`src/rtl/mio_ps2_tx.sv`:
```
// Host-to-device PS/2 transmitter. Sends one command byte to the keyboard:
// inhibit, request-to-send, then 8 data bits + odd parity + stop shifted out
// on device clock falls, with the device ACK sampled on the 11th fall.
module mio_ps2_tx #(
  parameter int INHIBIT_CYCLES = 5000,
  parameter int RTS_CYCLES     = 16,
  parameter int TIMEOUT_CYCLES = 750000
) (
  input  logic       clk,
  input  logic       rst,
  input  logic       wr,
  input  logic [7:0] din,
  input  logic       ps2_clk_in,
  input  logic       ps2_data_in,
  output logic       ps2_clk_oe,
  output logic       ps2_data_oe,
  output logic       busy,
  output logic       tx_active,
  output logic       done,
  output logic       ack_err,
  output logic       timeout
);

  // One counter serves inhibit, RTS and timeout phases; size it for the largest.
  localparam int CMAX0 = (INHIBIT_CYCLES > RTS_CYCLES) ? INHIBIT_CYCLES : RTS_CYCLES;
  localparam int CMAX  = (CMAX0 > TIMEOUT_CYCLES) ? CMAX0 : TIMEOUT_CYCLES;
  localparam int CW    = $clog2(CMAX + 1);

  localparam logic [CW-1:0] INH_LAST = CW'(INHIBIT_CYCLES - 1);
  localparam logic [CW-1:0] RTS_LAST = CW'(RTS_CYCLES - 1);
  localparam logic [CW-1:0] TMO_LAST = CW'(TIMEOUT_CYCLES - 1);

  typedef enum logic [2:0] {
    S_IDLE,
    S_INHIBIT,
    S_RTS,
    S_SHIFT,
    S_WAIT_IDLE
  } state_t;

  state_t state_q, state_d;

  logic          clk_s1, clk_s2, clk_prev;
  logic          dat_s1, dat_s2;
  logic          fall;
  logic [7:0]    byte_q, byte_d;
  logic          par_q, par_d;
  logic [CW-1:0] cnt_q, cnt_d;
  logic [3:0]    bit_q, bit_d;
  logic          data_q, data_d;
  logic          ack_q, ack_d;
  logic          done_q, done_d;
  logic          tmo_q, tmo_d;

  // Pin synchronizers; idle-high reset values avoid a false fall after reset.
  always_ff @(posedge clk) begin
    if (rst) begin
      clk_s1   <= 1'b1;
      clk_s2   <= 1'b1;
      clk_prev <= 1'b1;
      dat_s1   <= 1'b1;
      dat_s2   <= 1'b1;
    end else begin
      clk_s1   <= ps2_clk_in;
      clk_s2   <= clk_s1;
      clk_prev <= clk_s2;
      dat_s1   <= ps2_data_in;
      dat_s2   <= dat_s1;
    end
  end

  assign fall = clk_prev & ~clk_s2;

  // State and datapath registers.
  always_ff @(posedge clk) begin
    if (rst) begin
      state_q <= S_IDLE;
      byte_q  <= '0;
      par_q   <= 1'b0;
      cnt_q   <= '0;
      bit_q   <= '0;
      data_q  <= 1'b0;
      ack_q   <= 1'b0;
      done_q  <= 1'b0;
      tmo_q   <= 1'b0;
    end else begin
      state_q <= state_d;
      byte_q  <= byte_d;
      par_q   <= par_d;
      cnt_q   <= cnt_d;
      bit_q   <= bit_d;
      data_q  <= data_d;
      ack_q   <= ack_d;
      done_q  <= done_d;
      tmo_q   <= tmo_d;
    end
  end

  // Next-state logic. done/timeout are registered so they rise together with
  // the return to IDLE, which makes busy drop in the same cycle as the pulse.
  always_comb begin
    state_d = state_q;
    byte_d  = byte_q;
    par_d   = par_q;
    cnt_d   = cnt_q;
    bit_d   = bit_q;
    data_d  = data_q;
    ack_d   = ack_q;
    done_d  = 1'b0;
    tmo_d   = 1'b0;
    case (state_q)
      S_IDLE: begin
        if (wr) begin
          byte_d  = din;
          par_d   = ~^din;
          ack_d   = 1'b0;
          cnt_d   = '0;
          bit_d   = '0;
          state_d = S_INHIBIT;
        end
      end
      S_INHIBIT: begin
        if (cnt_q == INH_LAST) begin
          cnt_d   = '0;
          state_d = S_RTS;
        end else begin
          cnt_d = cnt_q + CW'(1);
        end
      end
      S_RTS: begin
        if (cnt_q == RTS_LAST) begin
          cnt_d   = '0;
          data_d  = 1'b1;  // keep the start bit on the line after clock release
          state_d = S_SHIFT;
        end else begin
          cnt_d = cnt_q + CW'(1);
        end
      end
      S_SHIFT: begin
        if (fall) begin
          cnt_d = '0;
          bit_d = bit_q + 4'd1;
          if (bit_q < 4'd8) begin
            data_d = ~byte_q[bit_q[2:0]];
          end else if (bit_q == 4'd8) begin
            data_d = ~par_q;
          end else if (bit_q == 4'd9) begin
            data_d = 1'b0;
          end else begin
            ack_d   = dat_s2;  // device pulls data low to acknowledge
            data_d  = 1'b0;
            state_d = S_WAIT_IDLE;
          end
        end else if (cnt_q == TMO_LAST) begin
          cnt_d   = '0;
          data_d  = 1'b0;
          ack_d   = 1'b1;
          tmo_d   = 1'b1;
          state_d = S_IDLE;
        end else begin
          cnt_d = cnt_q + CW'(1);
        end
      end
      S_WAIT_IDLE: begin
        if (clk_s2 && dat_s2) begin
          done_d  = 1'b1;
          state_d = S_IDLE;
        end else if (fall) begin
          cnt_d = '0;
        end else if (cnt_q == TMO_LAST) begin
          cnt_d   = '0;
          ack_d   = 1'b1;
          tmo_d   = 1'b1;
          state_d = S_IDLE;
        end else begin
          cnt_d = cnt_q + CW'(1);
        end
      end
      default: state_d = S_IDLE;
    endcase
  end

  // Line drive is decoded from state so a reset releases both pins at once.
  assign ps2_clk_oe  = (state_q == S_INHIBIT) || (state_q == S_RTS);
  assign ps2_data_oe = (state_q == S_RTS) || ((state_q == S_SHIFT) && data_q);
  assign busy        = (state_q != S_IDLE);
  assign tx_active   = busy;
  assign done        = done_q;
  assign ack_err     = ack_q;
  assign timeout     = tmo_q;

endmodule

```
`config.mk`:
```
export PLATFORM = sky130hd
export DESIGN_NAME = mio_ps2_tx
export DESIGN_NICKNAME = d
export VERILOG_FILES = /design/src/rtl/mio_ps2_tx.sv
export SDC_FILE = /design/constraint.sdc
export NUM_CORES = 1
export LEC_CHECK = 0
export ABC_AREA = 1
export CAP_MARGIN = 15
export CORE_MARGIN = 8
export CORE_UTILIZATION = 63
export DETAILED_ROUTE_END_ITERATION = 12
export PLACE_DENSITY = 0.92
export SYNTH_ARGS = -nofsm -noshare
export SYNTH_HDL_FRONTEND = slang
export SYNTH_SLANG_ARGS = --single-unit
```
`constraint.sdc`:
```
create_clock -name clk -period 3.7 [get_ports clk]
set_input_delay 0.74 -clock clk [delete_from_list [all_inputs] [get_ports clk]]
set_output_delay 0.74 -clock clk [all_outputs]
set_load 0.01 [all_outputs]
```
# Yosys cells after proc, flatten, opt, wreduce, memory -nomap -nowiden
# Index checks and enable logic that the tools add are counted.
[op_classes]
add_sub_neg = 2
n_lt_le_gt_ge = 2
eq_ne = 20
muxes = 43
reduce_logical = 18
bitwise = 5
[op_table]
columns = ["operator", "count"]
rows = [
  ["20-bit two-way mux", 6],
  ["20-bit case mux with 5 select lines", 1],
  ["3-bit two-way mux", 10],
  ["20-bit by 1-bit adder with 20-bit output, second input constant", 1],
  ["20-bit by 13-bit equality test with 1-bit output, second input constant", 1],
  ["20-bit equality test, second input constant", 1],
  ["20-bit by 4-bit equality test with 1-bit output, second input constant", 1],
  ["1-bit two-way mux", 18],
  ["3-bit inequality test, second input constant", 5],
  ["3-bit case mux with 5 select lines", 1],
  ["7-bit AND reduction", 2],
  ["2-bit inequality test, second input constant", 6],
  ["3-bit AND reduction", 3],
  ["4-bit equality test, second input constant", 2],
  ["4-bit two-way mux", 2],
  ["4-bit case mux with 2 select lines", 1],
  ["8-bit XNOR reduction", 1],
  ["3-bit by 2-bit equality test with 1-bit output, second input constant", 2],
  ["3-bit nonzero test", 2],
  ["5-bit nonzero test", 1],
  ["4-bit by 1-bit adder with 4-bit output, second input constant", 1],
  ["3-bit by 4-bit < comparator with 1-bit output, second input constant", 1],
  ["4-bit < comparator, second input constant", 1],
  ["1-bit NOT", 4],
  ["other kinds (12)", 16],
]
[totals]
word_cells = 104
out_inout_bits = 7
register_bits = 45
inputBits = 13

# Longest topological paths before layout
# Gate-level depths: netlist of run 1.
[depth]
ltp_word = 6
depth_mapped = 11
ltp_nobuf = 11

# Worst setup path after synthesis of run 1
# No wires, ideal clock.
[synth_path]
path_kind = "register to output"
start = "register state_q[0]"
end = "output port tx_active"
setup_slack_ns = 2.092
t_arrival_ns = 0.868
path_stages_with_launch = 6
required_time_ns = 2.960
path_cell_list = "dfxtp_1 inv_1 nand2_1 nor2_4 inv_2 buf_4"
[synth_via]
elab_chain_len = 1
[synth_rtl]
columns = ["element", "line_no", "source"]
rows = [
  ["from (decl)", "41", "state_t state_q, state_d;"],
  ["from (signal assigned)", "87", "state_q <= state_d;"],
  ["3-bit nonzero test", "186", "assign busy = (state_q != S_IDLE);"],
  ["to (decl)", "18", "output logic tx_active,"],
]
# Every way passes these cells.

# Final worst setup path of run 1
[layout_path]
start = "register state_q[2]"
end = "output port ps2_data_oe"
[layout_via]
elab_chain_len = 3
elab_cells_between_ends = 4
classes_between = "eq/ne (2); reduce/logical (2)"
[layout_rtl]
columns = ["element", "line_no", "source"]
rows = [
  ["3-bit by 2-bit equality test with 1-bit output", "185", "assign ps2_data_oe = (state_q == S_RTS) || ((state_q == S_SHIFT) && data_q);"],
  ["1-bit logical AND", "185", ""],
  ["1-bit logical OR *", "185", ""],
  ["to (decl)", "16", "output logic ps2_data_oe,"],
]
# Every way passes the cells marked *; elsewhere a longest branch is shown, timed or not.

==> impl_metrics.ini, run 1 <==
[run_status]
run_status = finished clean

[placed_design]
numPlacedInstances = 461
gp_congestion = 1.007
dpl_worst_slack_ns = 1.087
postPlaceCellArea_sq_mm = 0.002863
place_hpwl_um = 4977
io_buffer_count = 19

[synthesis]
edff_count_synth = 0
yosys_register_bits = 45
synth-warning-count = 0
post_synth_instance_area_sq_mm = 0.002658
synthArstFlopShare_pct = 0
post_synth_inst_count = 400
yosysTopAreaCellShare_pct = 33.90
synth_flop_cell = dfxtp_1
synth_fp_nets = 417
netlist_top_cells_area = dfxtp_1 (34%), nand2_1 (13%), inv_1 (7.6%)
synth.yosys.seq_area_share_pct = 33.90
synthDistinctLibCells = 38
post-synth-top-area-cell = dfxtp_1
avg_inst_size_synth_sq_um = 6.644

[sta]
post-route-worst-setup-slack_ns = 1.166
worst_pin_slew_ns = 0.5993
worst_slew_margin_rel_pct = 59.92
timing.final.crit_share_pct = 68.49
max_clock_freq_mhz = 394.6
setup_viol = 0
drv_slew = 0
worst_setup_skew_after_layout_ns = 0.008362
total_negative_setup_slack_ns = 0
unrepaired_setup_endpoints_after_global_routing = false
min_period_ns = 2.534
report.final.hold_viol_count = 0

[setup_path]
cp_startpoint_kind = flop
critPathCaptureType = output pin
critical_path_class = flop to output pin
cells_on_worst_reg2reg_path = 8
worstSetupStartpoint = state_q[2]$_SDFFE_PP0P_
path_delay_family = buffers and inverters
cp_slowest_stage_delay_ns = 0.54
timing.rr.end = cnt_q[18]$_SDFFE_PP0P_
worst-path-max-fanout = 6
critical_path.slowest_cell = clkdlybuf4s50_1
crit_buf_inv = 3
worstPathCellList = inv_2 > nand3_1 > inv_1 > nand2_1 > nand2_1 > clkdlybuf4s50_1
reg2reg_setup_slack_ns = 1.78
critPathRequiredTime_ns = 2.96
critPathArrivalTime_ns = 1.79
regToRegStartpoint = cnt_q[1]$_SDFFE_PP0P_
critical_path.most_common_cell = nand2_1

[power_and_ir_drop]
power.ir.vdd_worst_mv = 0.3958
leakage_nw = 1.320
power_density_mw_per_mm2 = 593.5

[floorplanning]
std_cell_rows = 23
die_w_um = 80.95
start_util_pct = 65.96
fp.dieH_um = 80.95
ioPinCount = 20
core_region_area_sq_mm = 0.004029
dieArea_sq_mm = 0.006553

[clock_network]
cts-hold-fix-buffers = 0
post-cts-setup-buffers = 0
resized_gates_after_cts = 0
cts.clk_slew.worst_paths_ns = 0.09
clk-insertion-delay-late_ns = 0.30
max-clock-path-buffers = 2
tritoncts.num_buffers = 5
clk_root_buffer_cell = clkbuf_8
cts_tree = done
h-tree-depth = 2
clock_sinks = 45

[route]
drt-pass1-iter-count = 5
vias_per_cell = 5.823
drt_iter0_drc = 361
drc = 0
final_antenna_net_count = 0
via_count = 2731
total_detailed_routing_wirelength_um = 6793
routed_wire_per_std_cell_um = 14.48

[finish]
finalNetCount = 435
num_antenna_cells = 0
final_util_pct = 74.04
finalInstanceArea_sq_mm = 0.002983
register_area_sq_um = 900.9
finalNonFillerCells = 469
post_route_cells_drive_above_1_share_pct = 9.547
layout.filler_cells = 323
area.growth.synth_to_final_pct = 12.24
multi_input_area_sq_mm = 0.001478

[flow_run]
cap_violations = 0

[grt]
top_usage_layer = met2
grt_overflow = 0
met1_usage_pct = 26.78
grt_use_total_pct = 21.92
number_of_antenna_violations_at_the_first_check_in_global_routing = 0
grt_start_max_net_pins = 19
grt_first_pass_wirelength_um = 11540
met3_usage_pct = 5.077
met2_usage_pct = 36.81
first_global_vias = 2531

[worst_hold_path]
hold_path_startpoint = dat_s1$_SDFF_PP1_
worst_hold_path_type = flop to flop
whs_endpoint = dat_s2$_SDFF_PP1_
worst_hold_path.num_cells = 1
==> synthesized netlist by cell type, types with 2 or more instances <==
| master | instances |
|---|---|
| nand3_2 | 3 |
| nor2_2 | 8 |
| nor2_4 | 3 |
| dfxtp_1 | 45 |
| or2_2 | 4 |
| nor2_1 | 49 |
| a21oi_1 | 24 |
| nand3_1 | 29 |
| xnor2_1 | 7 |
| nand4_1 | 17 |
| o21ai_0 | 22 |
| ha_1 | 4 |
| o21bai_1 | 2 |
| inv_2 | 4 |
| buf_6 | 2 |
| nor3_1 | 8 |
| nand2_1 | 89 |
| inv_1 | 54 |
| buf_2 | 2 |
| xor2_1 | 3 |
| clkbuf_1 | 4 |
==> state kept, by name, indices dropped and copies added, names as in the netlist <==
signal	count
data_q	1
byte_q	8
timeout	1
ack_err	1
clk_s2	1
par_q	1
bit_q	4
cnt_q	20
state_q	3
dat_s2	1
dat_s1	1
clk_s1	1
clk_prev	1
done	1
==> power breakdown <==
| group | switching, mW | internal, mW | total (mW) |
|---|---|---|---|
| sequential | 0.0451 | 0.547 | 0.593 |
| clock | 0.172 | 0.220 | 0.392 |
| combinational | 0.526 | 0.260 | 0.786 |
==> area by class of cell <==
cell class	count	area share, %
multi-input cells	287	49.54
flip-flops and latches	45	30.20
inverters	59	7.508
repair buffers	20	6.628
clock buffers	6	2.768
well taps	50	2.097
clock inverters	2	1.258
==> placed cells by master, fill, tap and decap left out, drive strengths merged, types with 4 or more instances in the layout <==
cell           count
nand2             92
nor2              60
inv               59
dfxtp             45
nand3             32
a21oi             25
o21ai             23
clkdlybuf4s50     19
nand4             18
nor3               9
xnor2              7
clkbuf             6
or2                4
ha                 4
==> layer usage <==
layer / vias to the layer above / part of all wire (%)
li1: 1330 / -
met1: 1218 / 42
met2: 165 / 47
met3: 18 / 9.3
met4: 0 / 2.2
met5: - / 0
==> worst max path at each step <==
stage	slack, ns	cells past startpoint	end
floorplan	2.09	5	tx_active
global placement	1.14	5	bit_q[3]$_SDFFE_PP0P_
detailed placement	1.09	5	bit_q[2]$_SDFFE_PP0P_
CTS	1.17	6	ps2_data_oe
global route	1.04	6	ps2_data_oe
finish	1.17	6	ps2_data_oe
==> metrics by stage <==
stage	hold slack [ns]	total power [mW]
after floorplan	0.3895	1.198
after global placement	0.3914	1.348
after detailed placement	0.3982	1.374
after CTS	0.4195	1.761
after global routing	0.4324	1.871
final	0.4175	1.770
==> kinds of logic after synthesis <==
family          after synthesis  synth area share, %
compound gates               55                11.21
buf+inv                      68                10.50
fa+ha+maj                     4                1.883
xor+xnor                     10                3.296
simple gates                218                39.22
flops                        45                33.90
Note: power is estimated with default switching activity, not from simulation.
==> run 2, diff against run 1 <==
--- a/config.mk
+++ b/config.mk
@@ -8,9 +8,9 @@
 export ABC_AREA = 1
 export CAP_MARGIN = 15
 export CORE_MARGIN = 8
-export CORE_UTILIZATION = 63
+export CORE_UTILIZATION = 58
 export DETAILED_ROUTE_END_ITERATION = 12
-export PLACE_DENSITY = 0.92
+export PLACE_DENSITY = 0.86
 export SYNTH_ARGS = -nofsm -noshare
 export SYNTH_HDL_FRONTEND = slang
 export SYNTH_SLANG_ARGS = --single-unit
==> constraint.sdc (replaced) <==
create_clock -name clk -period 2.55 [get_ports clk]
set_input_delay 0.51 -clock clk [delete_from_list [all_inputs] [get_ports clk]]
set_output_delay 0.51 -clock clk [all_outputs]
set_load 0.01 [all_outputs]
==> run 2 against run 1 <==
Compared with the run above: critical endpoint unchanged; sequential share of layout area is essentially flat; register-to-register slack lost 1.1 ns; final area is essentially flat; largest power group unchanged.
==> impl_metrics.ini, run 2 (synthesis results as in run 1) <==
[sta]
worst_pin_slew_ns = 0.4134
min_period_ns = 2.298
report.final.hold_viol_count = 0
timing.final.crit_share_pct = 90.13
worst_slew_margin_rel_pct = 72.23
worst_setup_skew_after_layout_ns = 0.008282
total_negative_setup_slack_ns = 0
drv_slew = 0
post-route-worst-setup-slack_ns = 0.2516
max_clock_freq_mhz = 435.1
setup_viol = 0
unrepaired_setup_endpoints_after_global_routing = false

[grt]
grt_first_pass_wirelength_um = 10480
grt_use_total_pct = 17.51
grt_overflow = 0
first_global_vias = 2240
number_of_antenna_violations_at_the_first_check_in_global_routing = 0
grt_start_max_net_pins = 19

[placed_design]
numPlacedInstances = 465
gp_congestion = 0.9743
io_buffer_count = 19
dpl_worst_slack_ns = 0.5616
place_hpwl_um = 4663

[route]
routed_wire_per_std_cell_um = 13.16
final_antenna_net_count = 0
drt-pass1-iter-count = 5
drt_iter0_drc = 317
total_detailed_routing_wirelength_um = 6211
drc = 0
vias_per_cell = 5.502
via_count = 2597

[clock_network]
cts-hold-fix-buffers = 0
clock_sinks = 45
tritoncts.num_buffers = 5
clk_root_buffer_cell = clkbuf_8
clk-insertion-delay-late_ns = 0.30
h-tree-depth = 2
resized_gates_after_cts = 0
cts_tree = done
cts.clk_slew.worst_paths_ns = 0.09
max-clock-path-buffers = 2
post-cts-setup-buffers = 0

[floorplanning]
start_util_pct = 60.62
std_cell_rows = 24
die_w_um = 83.69
dieArea_sq_mm = 0.007004
fp.dieH_um = 83.69
ioPinCount = 20
core_region_area_sq_mm = 0.004384

[setup_path]
critPathArrivalTime_ns = 1.79
worstSetupStartpoint = state_q[2]$_SDFFE_PP0P_
cells_on_worst_reg2reg_path = 8
critPathRequiredTime_ns = 2.04
timing.critical_path.to = ps2_data_oe
cp_startpoint_kind = flop
critPathCaptureType = output pin
regToRegStartpoint = cnt_q[0]$_SDFFE_PP0P_
critical_path.slowest_cell = clkdlybuf4s50_1
worstPathCellList = inv_2 > nand3_1 > inv_1 > nand2_1 > nand2_1 > clkdlybuf4s50_1
timing.rr.end = cnt_q[15]$_SDFFE_PP0P_
worst-path-max-fanout = 6
critical_path.most_common_cell = nand2_1
reg2reg_setup_slack_ns = 0.71
critical_path_class = flop to output pin
cp_slowest_stage_delay_ns = 0.54

[power_and_ir_drop]
power.ir.vdd_worst_mv = 0.5749
total_power_mw = 2.496
power_density_mw_per_mm2 = 836.4
leakage_nw = 1.326

[finish]
finalNetCount = 437
reg.largest.list = cnt_q: 20 flops, byte_q: 8 flops, bit_q: 4 flops
layout.cells.most_common_list = nand2_1 (89), inv_1 (54), nor2_1 (49)
mostFrequentLayoutCell = nand2_1
layout.filler_cells = 387
post_route_cells_drive_above_1_share_pct = 9.762
largest_register_ffs = 20
finalNonFillerCells = 472
largest_register = cnt_q
area.growth.synth_to_final_pct = 12.29
num_antenna_cells = 0

[worst_hold_path]
worst_hold_path_type = flop to flop

[run_status]
run_status = finished clean

[flow_run]
cap_violations = 0
[run 2: metrics by stage]
step / instance area [sq um] / hold slack, ns / utilization, %
2_1_floorplan: 2658 / 0.3895 / -
3_3_place_gp: 2880 / 0.3973 / 65.70
3_5_place_dp: 2880 / 0.4090 / 65.70
4_1_cts: 2984 / 0.4303 / 68.07
5_1_grt: 2984 / 0.4430 / 68.07
6_report: 2984 / 0.4243 / 68.07
[run 2: worst max-delay path, delay by kind of cell (launching register included)]
family	cells	cell delay [ns]
simple gates	3	0.31
buf+inv	3	0.79
flops	1	0.38
[run 2: how the worst min path moves through the flow]
stage | from | to | depth (start not counted)
after floorplan | clk_s1$_SDFF_PP1_ | clk_s2$_SDFF_PP1_ | 1
after global placement | clk_s1$_SDFF_PP1_ | clk_s2$_SDFF_PP1_ | 1
after detailed placement | clk_s1$_SDFF_PP1_ | clk_s2$_SDFF_PP1_ | 1
after CTS | clk_s1$_SDFF_PP1_ | clk_s2$_SDFF_PP1_ | 1
after global routing | dat_s1$_SDFF_PP1_ | dat_s2$_SDFF_PP1_ | 1
final | clk_s1$_SDFF_PP1_ | clk_s2$_SDFF_PP1_ | 1
[run 2: layout make-up]
class | instances | area, sq um | share of cell area, %
Multi-Input combinational cell | 287 | 1478 | 49.52
Sequential cell | 45 | 900.9 | 30.19
Inverter | 59 | 224.0 | 7.505
Timing Repair Buffer | 22 | 212.7 | 7.128
Clock buffer | 5 | 68.82 | 2.306
Tap cell | 52 | 65.06 | 2.180
Clock inverter | 2 | 35.03 | 1.174
[run 2: per-layer routing]
metal / track usage (%) / wire length (um) / up-vias
li1: - / - / 1324
met1: 25.07 / 3098 / 1163
met2: 25.33 / 2606 / 100
met3: 3.613 / 409 / 10
met4: 5.024 / 96 / 0
met5: 0 / 0 / -
[run 2: power breakdown]
part,internal (mW),switching [mW]
combinational,0.379,0.733
sequential,0.794,0.0607
clock,0.285,0.244
total,1.46,1.04
